===== src/rtl/uart_pkg.sv =====
// Shared types for the configurable UART receiver:
// FSM state encoding, parity modes and parity helper.
package uart_pkg;

  typedef enum logic [2:0] {
    S_IDLE,
    S_START,
    S_DATA,
    S_PARITY,
    S_STOP
  } rx_state_t;

  localparam int PAR_NONE = 0;
  localparam int PAR_ODD  = 1;
  localparam int PAR_EVEN = 2;

  // Zero padding above the data width leaves the XOR unchanged.
  function automatic logic exp_parity(
    input logic [8:0] d,
    input int         mode
  );
    return (mode == PAR_ODD) ? ~^d : ^d;
  endfunction

endpackage


===== src/rtl/uart_baud_sampler.sv =====
// Line synchroniser, start-edge detect, baud counter
// and 3-point majority sampler for the UART receiver.
module uart_baud_sampler #(
  parameter int PERIOD = 208
) (
  input  logic clk,
  input  logic rst_n,
  input  logic uart_rx,
  input  logic run,
  output logic start_edge,
  output logic sample_strobe,
  output logic bit_val,
  output logic bit_end
);

  localparam int HALF = PERIOD / 2;
  localparam int CW   = $clog2(PERIOD);

  logic          s1, s2, s3;
  logic [CW-1:0] cnt;
  logic          v0, v1;

  always_ff @(posedge clk or negedge rst_n) begin
    if (!rst_n) begin
      s1 <= 1'b1;
      s2 <= 1'b1;
      s3 <= 1'b1;
    end else begin
      s1 <= uart_rx;
      s2 <= s1;
      s3 <= s2;
    end
  end

  assign start_edge = s3 & ~s2;

  always_ff @(posedge clk or negedge rst_n) begin
    if (!rst_n) begin
      cnt <= '0;
    end else if (!run || cnt == CW'(PERIOD - 1)) begin
      cnt <= '0;
    end else begin
      cnt <= cnt + 1'b1;
    end
  end

  always_ff @(posedge clk or negedge rst_n) begin
    if (!rst_n) begin
      v0 <= 1'b1;
      v1 <= 1'b1;
    end else begin
      if (cnt == CW'(HALF - 1)) v0 <= s2;
      if (cnt == CW'(HALF))     v1 <= s2;
    end
  end

  // Third vote is the live synchronised line at HALF+1.
  assign bit_val = (v0 & v1) | (v0 & s2) | (v1 & s2);

  assign sample_strobe = run && (cnt == CW'(HALF + 1));
  assign bit_end       = run && (cnt == CW'(PERIOD - 1));

endmodule


===== src/rtl/uart_rx_cfg.sv =====
// Configurable UART receiver: width, parity, stop bits,
// glitch rejection and parity/framing/break reporting.
module uart_rx_cfg #(
  parameter int CLK_FREQ  = 24000000,
  parameter int UART_BPS  = 115200,
  parameter int DATA_BITS = 8,
  parameter int PARITY    = 0,
  parameter int STOP_BITS = 1
) (
  input  logic                 clk,
  input  logic                 rst_n,
  input  logic                 uart_rx,
  output logic                 rx_valid,
  output logic [DATA_BITS-1:0] rx_data,
  output logic                 parity_err,
  output logic                 frame_err,
  output logic                 break_det,
  output logic                 rx_busy
);

  import uart_pkg::*;

  localparam int PERIOD = CLK_FREQ / UART_BPS;

  if (PERIOD < 8) begin : g_bad_period
    $error("uart_rx_cfg: PERIOD must be at least 8");
  end
  if (DATA_BITS < 5 || DATA_BITS > 9) begin : g_bad_width
    $error("uart_rx_cfg: DATA_BITS must be 5..9");
  end

  rx_state_t            state;
  logic [3:0]           bit_idx;
  logic [DATA_BITS-1:0] shreg;
  logic                 par_bit;
  logic                 ferr_acc;
  logic                 zero_acc;
  logic                 stop_idx;
  logic                 par_bad;

  logic start_edge, sample_strobe, bit_val, bit_end;

  assign rx_busy = (state != S_IDLE);

  uart_baud_sampler #(
    .PERIOD(PERIOD)
  ) u_samp (
    .clk          (clk),
    .rst_n        (rst_n),
    .uart_rx      (uart_rx),
    .run          (rx_busy),
    .start_edge   (start_edge),
    .sample_strobe(sample_strobe),
    .bit_val      (bit_val),
    .bit_end      (bit_end)
  );

  assign par_bad = (PARITY != PAR_NONE) &&
    (par_bit != exp_parity(9'(shreg), PARITY));

  always_ff @(posedge clk or negedge rst_n) begin
    if (!rst_n) begin
      state      <= S_IDLE;
      bit_idx    <= '0;
      shreg      <= '0;
      par_bit    <= 1'b0;
      ferr_acc   <= 1'b0;
      zero_acc   <= 1'b0;
      stop_idx   <= 1'b0;
      rx_valid   <= 1'b0;
      rx_data    <= '0;
      parity_err <= 1'b0;
      frame_err  <= 1'b0;
      break_det  <= 1'b0;
    end else begin
      rx_valid  <= 1'b0;
      break_det <= 1'b0;
      unique case (state)
        S_IDLE: begin
          if (start_edge) begin
            state    <= S_START;
            bit_idx  <= '0;
            stop_idx <= 1'b0;
            ferr_acc <= 1'b0;
            zero_acc <= 1'b1;
          end
        end
        S_START: begin
          if (sample_strobe && bit_val) state <= S_IDLE;
          else if (bit_end)             state <= S_DATA;
        end
        S_DATA: begin
          if (sample_strobe) begin
            shreg    <= {bit_val, shreg[DATA_BITS-1:1]};
            zero_acc <= zero_acc & ~bit_val;
          end
          if (bit_end) begin
            if (bit_idx == 4'(DATA_BITS - 1))
              state <= (PARITY != PAR_NONE) ? S_PARITY : S_STOP;
            else
              bit_idx <= bit_idx + 1'b1;
          end
        end
        S_PARITY: begin
          if (sample_strobe) begin
            par_bit  <= bit_val;
            zero_acc <= zero_acc & ~bit_val;
          end
          if (bit_end) state <= S_STOP;
        end
        S_STOP: begin
          // Finish mid-bit so the next start edge is not missed.
          if (sample_strobe) begin
            if (stop_idx == 1'(STOP_BITS - 1)) begin
              state      <= S_IDLE;
              rx_valid   <= 1'b1;
              rx_data    <= shreg;
              parity_err <= par_bad;
              frame_err  <= ferr_acc | ~bit_val;
              break_det  <= zero_acc & ~bit_val;
            end else begin
              stop_idx <= 1'b1;
              ferr_acc <= ~bit_val;
              zero_acc <= zero_acc & ~bit_val;
            end
          end
        end
        default: state <= S_IDLE;
      endcase
    end
  end

endmodule


===== config.mk =====
export PLATFORM = sky130hd
export DESIGN_NAME = uart_rx_cfg
export DESIGN_NICKNAME = d
export VERILOG_FILES = /design/src/rtl/uart_pkg.sv /design/src/rtl/uart_baud_sampler.sv /design/src/rtl/uart_rx_cfg.sv
export SDC_FILE = /design/constraint.sdc
export NUM_CORES = 1
export LEC_CHECK = 0
export CAP_MARGIN = 0
export CELL_PAD_IN_SITES_DETAIL_PLACEMENT = 0
export CELL_PAD_IN_SITES_GLOBAL_PLACEMENT = 1
export CORE_MARGIN = 2
export CORE_UTILIZATION = 35
export CTS_CLUSTER_DIAMETER = 50
export DETAILED_ROUTE_END_ITERATION = 8
export DONT_BUFFER_PORTS = 1
export PLACE_DENSITY = 0.59
export REMOVE_ABC_BUFFERS = 1
export SLEW_MARGIN = 20
export SYNTH_ARGS = -nofsm -noshare
export SYNTH_HDL_FRONTEND = slang
export SYNTH_SLANG_ARGS = --single-unit

===== constraint.sdc =====
create_clock -name clk -period 1.5 [get_ports clk]
set_input_delay 0.3 -clock clk [delete_from_list [all_inputs] [get_ports clk]]
set_output_delay 0.3 -clock clk [all_outputs]
set_load 0.05 [all_outputs]

==> results of run 1 <==
## cells in the final DEF, fill, tap and decap left out, drive strengths merged, types with 5 or more instances in the layout
master / count
nand2: 9
nor2: 14
clkbuf: 5
dfstp: 5
mux2: 18
inv: 5
dfrtp: 36
buf: 39
nand3: 5
## per-layer routing
| layer | wire length (um) | track usage (%) | share of wire, % | vias up |
|---|---|---|---|---|
| li1 | - | - | - | 614 |
| met1 | 1730 | 18.5 | 46 | 629 |
| met2 | 1810 | 21.6 | 49 | 16 |
| met3 | 119 | 4.12 | 3.2 | 5 |
| met4 | 60 | 5.45 | 1.6 | 0 |
| met5 | 0 | 0 | 0 | - |
## final cells by class
class                   instances  area, sq um  share of cell area (%)
repair buffers                 41          348                    14.1
clock buffers                   5         68.8                    2.78
multi-input cells             100          865                    34.9
well taps                      70         87.6                    3.54
flip-flops and latches         41         1040                    41.9
clock inverters                 3         46.3                    1.87
inverters                       5         23.8                   0.961
## sequential cells by signal, indices dropped and copies added, names as in the netlist, 3 cells and up
register    count
u_samp.cnt      8
shreg           8
state           3
rx_data         8
bit_idx         4
## worst min-delay path by stage
stage | slack, ns | depth (start not counted) | to | startpoint
finish | 0.36 | 0 | u_samp.s2 | u_samp.s1
detailed placement | 0.006 | 0 | bit_idx[2] | rst_n
global route | 0.36 | 0 | u_samp.s2 | u_samp.s1
floorplan | 0.004 | 0 | bit_idx[0] | rst_n
global placement | 0.006 | 0 | bit_idx[2] | rst_n
CTS | 0.36 | 0 | u_samp.s2 | u_samp.s1
## cell families (layout without fill, tap and decap cells)
| family | count (synthesis) | in the layout | share of synthesized area [%] |
|---|---|---|---|
| AOI/OAI and AO/OA | 17 | 17 | 7.58 |
| adders and majority gates | 5 | 5 | 3.25 |
| and+or+nand+nor | 52 | 52 | 16.2 |
| buffers and inverters | 9 | 54 | 2.50 |
| xor gates and xnor gates | 6 | 6 | 2.84 |
| DFF | 41 | 41 | 55.9 |
| other | 1 | 1 | 0.203 |
| muxes | 19 | 19 | 11.5 |
## stage by stage
| stage | hold WS (ns) | instances | setup WS, ns | total power [mW] |
|---|---|---|---|---|
| after CTS | 0.361 | 262 | -0.0681 | 2.75 |
| after global routing | 0.365 | 265 | -0.155 | 2.93 |
| after global placement | 0.00583 | 246 | -0.0461 | 1.72 |
| after detailed placement | 0.00573 | 246 | -0.0698 | 1.73 |
| after floorplan | 0.00441 | 146 | -0.122 | 1.51 |
| final | 0.360 | 265 | -0.107 | 2.76 |
## power breakdown
part | total, mW | switching [mW] | internal (mW)
Combinational | 0.613 | 0.295 | 0.318
Clock | 0.899 | 0.401 | 0.498
Sequential | 1.24 | 0.0626 | 1.18
Total | 2.76 | 0.758 | 2.00
## worst register-to-register path, stage by stage, from the launching register on
cell,delay (ns)
dfrtp_2,0.44
buf_6,0.14
or3b_4,0.42
a41oi_4,0.25
or2_4,0.18
o31ai_1,0.07
## what timing repair did
item | 4_1_cts | 5_1_grt
pin swaps | 9 | 7
resized for setup | 22 | 13
hold buffers | 3 | 0
setup endpoints to repair | 28 | 33
hold endpoints to repair | 42 | 0
buffers inserted | 5 | 3
==> impl_metrics.ini, run 1 <==
[synth]
yosys_register_bits = 41
netlist_instances = 150
yosysMostFrequentCell = dfrtp_1
yosysWarnings = 0
synth_top_cell_by_area = dfrtp_1
synth_edf_count = 0
netlist_area_sq_um = 1850
ys_seq_area_share_pct = 55.9
synth_commonest_cells = dfrtp_1 (36), mux2_2 (18), nor2_1 (14), nand2_1 (8)
ys.flop_type = dfrtp_1
synth.area.top_cells = dfrtp_1 (49%), mux2_2 (11%), dfstp_2 (7.1%)
synth_top_cell_area_share_pct = 48.7
async_reset_ff_share_pct = 100
avgSynthCellArea_sq_um = 12.3
ys_types = 45

[die]
rows = 26
dieArea_sq_um = 5880
die_x_um = 76.7
core_area_sq_um = 5110
io_pins = 16
fp.dieH_um = 76.7
initial_core_util_pct = 36.2

[route]
drt_wl_total_mm = 3.71
vias_per_cell = 4.77
drtPass1Iterations = 4
antenna_left = 0
wl_per_cell_um = 14.0
drc = 0
drtIter0Drc = 30
vias = 1264

[cts]
clockBufferDepth = 2
insertion_delay_ns = 0.30
cts.htree.levels = 2
cts_buffers = 5
cts_tree = yes
clock_sinks = 41
clock-root-buffer = clkbuf_8
clk_pin_slew_worst_paths_ns = 0.08

[setup_path]
end_kind = register
crit_path_max_incr_delay_ns = 0.44
path_buf_inv = 1
cp.required_ns = 1.68
rrSetupSlack_ns = -0.11
cp_top_family = simple AND/OR/NAND/NOR gates
crit_type = register to register
arrival_ns = 1.79
crit_path_start = state[0]
start_kind = register
path_cells = buf_6 > or3b_4 > a41oi_4 > or2_4 > o31ai_1
r2r-end = bit_idx[2]
cp_num_cells = 5
crit_fanout = 4
reg2reg_depth = 5
cp-endpoint = bit_idx[2]
rr_startpoint = state[0]
critPathSlowestCell = dfrtp_2

[final_layout]
antenna_cells = 0
drive_gt1_share_pct = 49.2
n_fill_cell = 468
nets = 201
fin_area_sq_um = 2470
area_growth_pct = 33.9
fin_util_pct = 48.5

[timing]
setup_viol = 13
maxSlewViolCount = 0
hold_violations = 0
rsz0062_at_grt = yes
setup_ws_ns = -0.107
finalCritPeriodShare_pct = 107
setup_tns_ns = -0.489
fin_skew_ns = 0.00625
min_period_ns = 1.61
timing.fmax_mhz = 622

[global_routing]
grt.overflow.total = 0
grt_pass1_vias = 1287
grt_use_total_pct = 14.0
antenna_found_initial = 0
grt_pass1_wl_mm = 6.44
grt_max_degree = 42

[run_status]
failed_checks = negative setup slack
outcome = finished, violations left

[hold_path]
hold_path.class = register to register

[power]
leakage_nw = 1.14
peakVddDrop_v = 0.000558
powerDensity_nw_per_um2 = 1110

[run]
cap_violations = 0

[place]
place.gp.congestion = 0.769
portBuffers = 0
hpwl_mm = 2.57
placed_area_sq_um = 2130
(Power assumes the default switching activity.)
==> inputs of run 2 (changes only) <==
- PLACE_DENSITY: 0.59 -> default
- PLACE_DENSITY_LB_ADDON: default -> 0.1
- clock period: 1.5 -> 2 ns (I/O delays scaled with it)
==> run 2 against run 1 <==
  * The flow now finishes without violations
  * Global-route usage shrank 1.9 points
  * First-iteration DRC count increased by 130%
  * Clock power down 23%
  * Sequential power is 23% lower
  * Cell area decreased by 16%
  * Die area did not move
  * Via count is 11% lower
  * Final cell count is 14% lower
  * Critical path depth shrank 2
  * Non-clock buffer count shrank 37
  * Clock skew is essentially flat
  * Largest cell class unchanged
  * Highest routed layer unchanged
==> impl_metrics.ini, run 2 (synthesis results as in run 1) <==
[power]
powerDensity_nw_per_um2 = 910
leakage_nw = 0.949
peakVddDrop_v = 0.000491

[cts]
cts_tree = yes
cts_buffers = 5
clk_pin_slew_worst_paths_ns = 0.08
clock_sinks = 41
clock-root-buffer = clkbuf_8
cts.htree.levels = 2
insertion_delay_ns = 0.29
clockBufferDepth = 2
post_cts_buffers = 0

[setup_path]
crit_fanout = 6
crit_type = register to primary output
arrival_ns = 1.47
cp.required_ns = 1.60
end_kind = primary output
start_kind = register

[place]
place.gp.congestion = 0.810
hpwl_mm = 2.26
portBuffers = 0

[run_status]
outcome = completed

[final_layout]
final_common_cell = dfrtp_1
mostFrequentLayoutCells = dfrtp_1 (36), mux2_2 (18), nor2_1 (14)
n_fill_cell = 502
area_growth_pct = 12.2
drive_gt1_share_pct = 25.9
largest_registers = rx_data: 8 flops, shreg: 8 flops, u_samp.cnt: 8 flops
nets = 164
antenna_cells = 0

[route]
antenna_left = 0
drt_wl_total_mm = 3.23
drc = 0
vias = 1130
drtPass1Iterations = 4
drtIter0Drc = 69
vias_per_cell = 4.96
wl_per_cell_um = 14.2

[global_routing]
grt_max_degree = 42
grt_pass1_wl_mm = 5.57
grt_use_total_pct = 12.1
grt_pass1_vias = 1119
antenna_found_initial = 0
grt.overflow.total = 0

[timing]
setup_viol = 0
holdWs_ns = 0.0974
rsz0062_at_grt = no
hold_violations = 0
timing.fmax_mhz = 533
maxSlewViolCount = 0
finalCritPeriodShare_pct = 93.7
fin_skew_ns = 0.00627
setup_tns_ns = 0
min_period_ns = 1.87

[die]
fp.dieH_um = 76.7
io_pins = 16
rows = 26
core_area_sq_um = 5110
dieArea_sq_um = 5880
die_x_um = 76.7
initial_core_util_pct = 36.2

[run]
cap_violations = 0

[hold_path]
hold_path.class = input pin to register
run 2: cell count changes in the layout (fill, tap and decap cells not counted), sizes merged:
| cell | delta |
|---|---|
| dlygate4sd3 | -1 |
| buf | -36 |
| clkbuf | +1 |
| clkinv | -1 |
run 2: layout make-up:
class                           count  area (sq um)  area share (%)
Tap cell                           70          87.6            4.22
Inverter                            5          18.8           0.905
Multi-Input combinational cell    100           769            37.1
Clock buffer                        6          82.6            3.98
Sequential cell                    41          1030            49.8
Clock inverter                      2          37.5            1.81
Timing Repair Buffer                4          45.0            2.17
run 2: through the flow:
step	instance area (sq um)	util, %	std cells	power (mW)	worst slack (ns)
after CTS	2070	40.6	228	1.92	0.0944
after detailed placement	1920	37.7	218	1.19	0.254
after floorplan	1820	-	146	1.13	0.378
after global placement	1920	37.7	218	1.20	0.300
final	2070	40.6	228	1.89	0.125
after global routing	2070	40.6	228	2.01	0.00974
run 2: metal layers:
| layer | up-vias | track usage, % | part of all wire [%] | wire length, um |
|---|---|---|---|---|
| met4 | 0 | 4.18 | 0.46 | 15 |
| met2 | 18 | 16.8 | 45 | 1460 |
| met1 | 567 | 17.4 | 50 | 1630 |
| met3 | 2 | 4.35 | 4.0 | 130 |
| met5 | - | 0 | 0 | 0 |
| li1 | 543 | - | - | - |
run 2: worst paths after layout:
kind	slack, ns	end	from	cells after the start
worst max-delay path	0.13	rx_busy	state[0]	3
worst min-delay path	0.1	u_samp.s1	uart_rx	0
worst max register to register	0.25	bit_idx[3]	u_samp.cnt[0]	5
worst min register to register	0.36	u_samp.s2	u_samp.s1	0
max in group asynchronous	1.15	u_samp.v1	rst_n	2
min in group asynchronous	0.58	bit_idx[1]	rst_n	2
run 2: report_power, final:
group	internal (mW)	total (mW)	switching (mW)
clock network	0.406	0.689	0.283
logic	0.0991	0.245	0.146
registers	0.886	0.952	0.0667
total	1.39	1.89	0.496
run 2: worst max-delay path, stage by stage (launching register included):
cell and delay, ns:
dfrtp_1 0.47, nor3_2 0.39, inv_1 0.11, buf_4 0.22
run 2: timing repair:
action	in CTS	in global routing
gates resized for setup	0	0
endpoints found under the hold margin	41	0
hold buffers	2	0
==> inputs of run 3 (changes only) <==
- CELL_PAD_IN_SITES_DETAIL_PLACEMENT: 0 -> default
- CELL_PAD_IN_SITES_GLOBAL_PLACEMENT: 1 -> default
- PLACE_DENSITY_LB_ADDON: 0.1 -> default
==> run 3 against run 2 <==
  * Critical path depth is the same
  * Utilization rose by 0.12 points
  * Hold slack worse by 0.0034 ns
  * Final cell count unchanged
  * Total power barely moved
  * Sequential share of layout area is 0.15 points lower
  * Sequential cell count unchanged
  * Clock skew grew 0.00060 ns
  * Clock-buffer cell count unchanged
  * Global-route usage fell by 0.33 points
  * Setup slack improved by 0.0072 ns
  * Largest cell class unchanged
  * Highest routed layer unchanged
==> impl_metrics.ini, run 3 (synthesis results as in run 1) <==
[timing]
finalCritPeriodShare_pct = 93.4
setup_viol = 0
rsz0062_at_grt = no
fin_skew_ns = 0.00687
setup_ws_ns = 0.132
hold_violations = 0
timing.fmax_mhz = 535
setup_tns_ns = 0
maxSlewViolCount = 0
min_period_ns = 1.87

[die]
io_pins = 16
die_x_um = 76.7
dieArea_sq_um = 5880
core_area_sq_um = 5110
rows = 26
initial_core_util_pct = 36.2
fp.dieH_um = 76.7

[power]
peakVddDrop_v = 0.000615
leakage_nw = 0.949
power_frac_comb_pct = 12.5
netSwitchingFraction_pct = 26.3
clockPowerShare_pct = 36.8
p_seq_share_pct = 50.7
p_switching_uw = 495
p_int_mw = 1.39
powerDensity_nw_per_um2 = 907

[final_layout]
mostFrequentLayoutCells = dfrtp_1 (36), mux2_2 (18), nor2_1 (14)
nets = 164
area_growth_pct = 12.5
final_common_cell = dfrtp_1
layoutNonFillerInstCount = 228
drive_gt1_share_pct = 25.9
fin_area_sq_um = 2080
largest_registers = rx_data: 8 flops, shreg: 8 flops, u_samp.cnt: 8 flops
antenna_cells = 0

[setup_path]
cp.required_ns = 1.60
path_buf_inv = 2
cp_top_family = flip-flops
end_kind = primary output
crit_type = register to primary output
crit_fanout = 6
path_cells = nor3_4 > inv_1 > buf_4
arrival_ns = 1.47
critPathSlowestCell = dfrtp_1
crit_path_max_incr_delay_ns = 0.49
start_kind = register

[place]
placed_area_sq_um = 1920
pre_cts_ws_ns = 0.275
dpl.cell_count = 218
portBuffers = 0
hpwl_mm = 2.30
place.gp.congestion = 0.783

[cts]
cts_tree = yes
cts.htree.levels = 2
cts_buffers = 5
clock_sinks = 41
post_cts_buffers = 0
clk_pin_slew_worst_paths_ns = 0.08
clock-root-buffer = clkbuf_8
clockBufferDepth = 2
insertion_delay_ns = 0.30

[route]
vias = 1155
drtPass1Iterations = 4
vias_per_cell = 5.07
wl_per_cell_um = 13.8
antenna_left = 0
drtIter0Drc = 22
drc = 0
drt_wl_total_mm = 3.16

[global_routing]
grt_use_total_pct = 11.8
grt_max_degree = 42
grt_pass1_vias = 1200
grt_util_met1_pct = 15.5
grtUsageMet2_pct = 17.9
antenna_found_initial = 0
gr-max-usage-layer = met2
grt.overflow.total = 0
grt_pass1_wl_mm = 5.61
grt_use_met3_pct = 3.76

[run]
cap_violations = 0

[run_status]
outcome = completed

[hold_path]
hold_path.class = input pin to register
[run 3: routing by layer]
layer / wire length (um) / vias up
met5: 0 / -
met4: 60 / 0
met3: 116 / 7
met2: 1520 / 21
met1: 1460 / 581
li1: - / 546
[run 3: worst paths after layout]
check,start,to,slack [ns],depth (start not counted)
setup / recovery,state[0],rx_busy,0.13,3
hold / removal,uart_rx,u_samp.s1,0.09,0
setup reg to reg,u_samp.cnt[0],bit_idx[2],0.24,5
hold reg to reg,u_samp.s1,u_samp.s2,0.36,0
max in group asynchronous,rst_n,u_samp.s3,1.19,2
min in group asynchronous,rst_n,bit_idx[0],0.54,2
[run 3: repair_timing]
item                       4_1_cts  5_1_grt
setup endpoints to repair        0        1
hold buffers                     2        0
hold endpoints to repair        41        0
gates resized for setup          0        1
[run 3: through the flow]
step / hold WS (ns) / total power [mW] / util (%)
2_1_floorplan: 0.104 / 1.13 / -
3_3_place_gp: 0.106 / 1.17 / 37.7
3_5_place_dp: 0.106 / 1.18 / 37.7
4_1_cts: 0.0852 / 1.91 / 40.6
5_1_grt: 0.0774 / 1.99 / 40.7
6_report: 0.0941 / 1.89 / 40.7
[run 3: cell type report]
cell class / count / area (sq um)
Timing Repair Buffer: 4 / 45.0
Multi-Input combinational cell: 100 / 776
Tap cell: 70 / 87.6
Inverter: 5 / 18.8
Clock buffer: 6 / 82.6
Sequential cell: 41 / 1030
Fill cell: 496 / 3030
Clock inverter: 2 / 37.5
[run 3: power groups by stage]
| stage | Combinational (mW) | Sequential [mW] | Clock, mW |
|---|---|---|---|
| 2_1_floorplan | 0.176 | 0.953 | 0 |
| 3_3_place_gp | 0.208 | 0.962 | 0 |
| 3_5_place_dp | 0.214 | 0.967 | 0 |
| 4_1_cts | 0.236 | 0.952 | 0.718 |
| 5_1_grt | 0.277 | 0.966 | 0.748 |
| 6_report | 0.235 | 0.956 | 0.694 |
